## src/rtl/led_blink_ctrl.sv

```systemverilog
// Multi-channel LED blinker: shared tick prescaler plus per-channel
// OFF / ON / BLINK / ONESHOT behaviour, loaded through a one-cycle write port.
module led_blink_ctrl #(
    parameter int CLK_HZ       = 100_000_000,
    parameter int TICK_HZ      = 1000,
    parameter int NUM_LEDS     = 2,
    parameter int PERIOD_W     = 16,
    parameter int RESET_MODE   = 2,
    parameter int RESET_PERIOD = 1000,
    localparam int CH_W = (NUM_LEDS > 1) ? $clog2(NUM_LEDS) : 1
) (
    input  logic                clk,
    input  logic                reset,
    input  logic                cfg_wr,
    input  logic [CH_W-1:0]     cfg_chan,
    input  logic [1:0]          cfg_mode,
    input  logic [PERIOD_W-1:0] cfg_period,
    output logic                tick,
    output logic [NUM_LEDS-1:0] led,
    output logic [NUM_LEDS-1:0] busy
);

    localparam int DIV  = CLK_HZ / TICK_HZ;
    localparam int PRE_W = (DIV > 2) ? $clog2(DIV) : 1;

    typedef enum logic [1:0] {
        M_OFF     = 2'd0,
        M_ON      = 2'd1,
        M_BLINK   = 2'd2,
        M_ONESHOT = 2'd3
    } mode_e;

    localparam mode_e RST_MODE = (RESET_MODE == 1) ? M_ON :
                                 (RESET_MODE == 2) ? M_BLINK : M_OFF;
    localparam logic  RST_LED  = (RESET_MODE == 1);

    logic [PRE_W-1:0]    pre_q, pre_d;
    mode_e               mode_q   [NUM_LEDS];
    mode_e               mode_d   [NUM_LEDS];
    logic [PERIOD_W-1:0] period_q [NUM_LEDS];
    logic [PERIOD_W-1:0] period_d [NUM_LEDS];
    logic [PERIOD_W-1:0] cnt_q    [NUM_LEDS];
    logic [PERIOD_W-1:0] cnt_d    [NUM_LEDS];
    logic [NUM_LEDS-1:0] led_q, led_d;

    // Period 0 behaves as 1; cnt never exceeds P-1 so the increment cannot wrap.
    function automatic logic at_last(input logic [PERIOD_W-1:0] c,
                                     input logic [PERIOD_W-1:0] p);
        return (p == '0) || ((c + PERIOD_W'(1)) == p);
    endfunction

    assign tick = (pre_q == PRE_W'(DIV - 1));
    assign led  = led_q;

    always_comb begin
        pre_d = tick ? '0 : pre_q + PRE_W'(1);
        led_d = led_q;
        busy  = '0;
        for (int i = 0; i < NUM_LEDS; i++) begin
            mode_d[i]   = mode_q[i];
            period_d[i] = period_q[i];
            cnt_d[i]    = cnt_q[i];
            busy[i]     = (mode_q[i] == M_ONESHOT);
            if (cfg_wr && (cfg_chan == CH_W'(i))) begin
                mode_d[i]   = mode_e'(cfg_mode);
                period_d[i] = cfg_period;
                cnt_d[i]    = '0;
                led_d[i]    = (cfg_mode != 2'd0);
            end else if (tick) begin
                unique case (mode_q[i])
                    M_BLINK: begin
                        if (at_last(cnt_q[i], period_q[i])) begin
                            cnt_d[i] = '0;
                            led_d[i] = ~led_q[i];
                        end else begin
                            cnt_d[i] = cnt_q[i] + PERIOD_W'(1);
                        end
                    end
                    M_ONESHOT: begin
                        if (at_last(cnt_q[i], period_q[i])) begin
                            cnt_d[i]  = '0;
                            led_d[i]  = 1'b0;
                            mode_d[i] = M_OFF;
                        end else begin
                            cnt_d[i] = cnt_q[i] + PERIOD_W'(1);
                        end
                    end
                    default: begin
                    end
                endcase
            end
        end
    end

    always_ff @(posedge clk) begin
        if (reset) begin
            pre_q <= '0;
            led_q <= {NUM_LEDS{RST_LED}};
            for (int i = 0; i < NUM_LEDS; i++) begin
                mode_q[i]   <= RST_MODE;
                period_q[i] <= PERIOD_W'(RESET_PERIOD);
                cnt_q[i]    <= '0;
            end
        end else begin
            pre_q <= pre_d;
            led_q <= led_d;
            for (int i = 0; i < NUM_LEDS; i++) begin
                mode_q[i]   <= mode_d[i];
                period_q[i] <= period_d[i];
                cnt_q[i]    <= cnt_d[i];
            end
        end
    end

endmodule

```

## config.mk

```make
export PLATFORM = sky130hd
export DESIGN_NAME = led_blink_ctrl
export DESIGN_NICKNAME = d
export VERILOG_FILES = /design/src/rtl/led_blink_ctrl.sv
export SDC_FILE = /design/constraint.sdc
export NUM_CORES = 1
export LEC_CHECK = 0
export ABC_CLOCK_PERIOD_IN_PS = 2900
export BUFFER_PORTS_ARGS = -buffer_cell sky130_fd_sc_hd__buf_2
export CAP_MARGIN = 15
export CORE_UTILIZATION = 55
export DETAILED_ROUTE_END_ITERATION = 7
export HOLD_SLACK_MARGIN = 0.03
export PLACE_DENSITY = 0.78
export SLEW_MARGIN = 40
export SYNTH_ARGS = -nofsm -noshare
export SYNTH_HDL_FRONTEND = slang
export SYNTH_SLANG_ARGS = --single-unit
```

## constraint.sdc

```tcl
create_clock -name clk -period 2.9 [get_ports clk]
set_clock_uncertainty 0.1 [all_clocks]
set_input_delay 0.145 -clock clk [delete_from_list [all_inputs] [get_ports clk]]
set_output_delay 0.145 -clock clk [all_outputs]
set_load 0.02 [all_outputs]
```

==> flow_metrics.py <==
metrics = {
    "pwr": {
        "intPower_mw": 1.75,
        "power.total_mw": 2.34,
        "swShare_pct": 25.2,
        "p_per_area_nw_per_um2": 447,
        "leakage_nw": 1.96,
        "clockPowerShare_pct": 36.9,
        "pwr-share-seq_pct": 54.2,
        "pwr-share-comb_pct": 8.9,
        "p_sw_mw": 0.589,
        "ir_drop_v": 0.000263,
    },
    "yosys": {
        "ys_top_cells_by_area": "dfxtp_1, xnor2_1, nand2_1, xor2_1, nor2_1",
        "yosys.cell_types.count": 49,
        "synth-seq-cells": 87,
        "syn_area_sq_um": 4590,
        "synth_edf_count": 0,
        "syn-num-nets": 597,
        "synthCells": 572,
        "yosys.area.top_type_share_pct": 38.0,
        "yosys_warnings": 0,
        "yosys.area.top_type": "dfxtp_1",
        "synth-main-ff-cell": "dfxtp_1",
        "avgSynthCellArea_sq_um": 8.02,
        "synthArstFlopShare_pct": 0,
        "synth.yosys.seq_area_share_pct": 38.0,
    },
    "layout": {
        "area_delta_synth_final_pct": 13.9,
        "fill_cells": 641,
        "multi_input_area_sq_um": 2660,
        "antenna_cells": 0,
        "final-seq-area_sq_um": 1740,
        "layout-drive-gt1-share_pct": 11.5,
        "final_nets": 635,
    },
    "setup_path": {
        "critical_path.max_stage_delay_ns": 0.42,
        "slowest_stage": "dfxtp_1",
        "crit_path_start_kind": "flop",
        "crit_chain": "ha_2 > and4_2 > nand4_1 > xnor2_1 > o2111ai_1 > o41a_1 > o21ai_1 > mux2_2",
        "path_max_fanout": 6,
        "crit_family": "compound AO/OA/AOI/OAI gates",
        "crit_arrival_ns": 2.87,
        "crit_type": "reg -> reg",
        "worst_ep_required_time_ns": 3.05,
        "critical_path_buf_inv_count": 0,
        "critPathCaptureType": "flop",
    },
    "placed_design": {
        "dp_hpwl_microns": 7730,
        "io_buffers": 26,
        "place_congestion": 0.958,
    },
    "cts": {
        "clkTransAtPathRegs_ns": 0.09,
        "cts_tree": "done",
        "clkSinkCount": 87,
        "root_buffer": "clkbuf_8",
        "cts_made_buffers": 9,
        "post_cts_buffers": 0,
        "clk_path_buf_depth": 2,
        "cts.htree.levels": 3,
        "clk_latency_ns": 0.35,
    },
    "sta": {
        "drv_slew": 0,
        "tightest_slew_ns": 0.794,
        "setup_viol": 0,
        "slew_headroom_pct": 47.1,
        "period_needed_ns": 2.72,
        "rsz0062_at_grt": "false",
        "finalCritPeriodShare_pct": 93.9,
        "tns_ns": 0,
        "timing_hold_violations_final": 0,
        "fmax_ghz": 0.367,
    },
    "route": {
        "wirelength_microns": 10700,
        "drt_first_pass_iters": 5,
        "routedWlPerCell_microns": 14.9,
        "drtIter0Drc": 218,
        "drc": 0,
        "num_vias": 4116,
        "ant_nets": 0,
        "via_per_inst": 5.74,
    },
    "global_route": {
        "overflow": 0,
        "grt_pass1_vias": 3762,
        "grt_max_degree": 27,
        "grt_pass1_wl_microns": 17300,
        "grt.total_usage_pct": 25.3,
        "antenna_found_initial": 0,
    },
    "floorplanning": {
        "fp.dieW_microns": 93.3,
        "ios": 27,
        "core_sq_um": 7890,
        "std_cell_rows": 32,
        "start_util_pct": 58.2,
        "die_h_microns": 93.3,
        "die_area_sq_um": 8710,
    },
    "min_path": {
        "min_path_type": "in -> reg",
    },
    "status": {
        "status": "completed",
    },
    "run": {
        "maxCapViolCount": 0,
    },
}
[metal layers]
metal / GRT usage (%) / up-vias / wire length (microns)
met5: 0 / - / 0
met4: 10.0 / 0 / 252
met3: 3.90 / 26 / 667
met2: 39.2 / 147 / 4620
met1: 35.1 / 1900 / 5120
li1: - / 2043 / -
[kinds of logic after synthesis]
| logic type | share of synthesized area [%] |
|---|---|
| adders and majority gates | 0.818 |
| muxes | 1.61 |
| DFF | 38.0 |
| xor gates and xnor gates | 16.7 |
| AOI/OAI and AO/OA | 9.55 |
| buffers and inverters | 4.31 |
| and+or+nand+nor | 29.0 |
[cell type report]
class | instances | area share [%]
multi-input combinational | 443 | 50.9
sequential | 87 | 33.3
timing repair buffer | 62 | 9.00
clock buffer | 11 | 2.71
tap | 102 | 2.44
clock inverter | 5 | 1.10
inverter | 7 | 0.503
[power by group through the flow]
stage | Clock (mW) | Sequential (mW) | Combinational, mW
finish | 0.862 | 1.27 | 0.207
detailed placement | 0 | 1.29 | 0.186
global route | 0.922 | 1.27 | 0.229
floorplan | 0 | 1.28 | 0.128
global placement | 0 | 1.29 | 0.182
CTS | 0.868 | 1.26 | 0.206
[placed cells by master, fill, tap and decap left out, types with 4 or more instances in the layout]
master / instances
inv_1: 6
dfxtp_1: 86
nand3_1: 38
o21ai_0: 10
nand4_1: 23
nor2b_1: 5
nor2_1: 69
xnor2_1: 50
nand2_1: 93
and3_1: 11
and4_1: 5
a31oi_1: 6
buf_4: 16
mux2i_1: 4
buf_2: 26
or3_1: 4
clkbuf_8: 10
dlygate4sd3_1: 18
nor3_1: 12
o21ai_1: 4
a21oi_1: 26
nor4_1: 11
xor2_1: 35
[stage by stage]
step                cell area [sq um]  util (%)  setup slack (ns)  cells  hold slack [ns]
floorplan                        4590         -             0.333    572            0.167
global placement                 4830      61.3             0.213    683            0.290
detailed placement               4830      61.3             0.148    683            0.295
CTS                              5210      66.1             0.113    717            0.139
global route                     5230      66.3           0.00712    717            0.169
finish                           5230      66.3             0.176    717            0.146
[what timing repair did]
item                       CTS  global route
hold buffers                18             0
setup endpoints to repair    0             5
gates resized for setup      0             5
hold endpoints to repair    36             0
[flip-flops by register name, summed over array words and instances, names as in the netlist]
name	cells
cnt_q	32
period_q	32
pre_q	17
mode_q	4
led	2
[worst paths after layout]
kind	from	to	slack [ns]	cells after the start
min	reset	period_q[0][29]	0.15	2
min reg2reg	mode_q[0][0]	mode_q[0][0]	0.39	2
max	cnt_q[0][17]	led[1]	0.18	8
max reg2reg	cnt_q[0][17]	led[1]	0.18	8
[Yosys cell counts (11+ instances only)]
cell       n
xnor2_1   50
nand2_1   93
xor2_1    35
clkbuf_1  17
a21oi_1   26
nand3_1   38
nor4_1    11
nor2_1    69
nor3_1    12
dfxtp_1   87
and3_1    11
nand4_1   23
No activity file was read; power rests on OpenSTA's default activity.
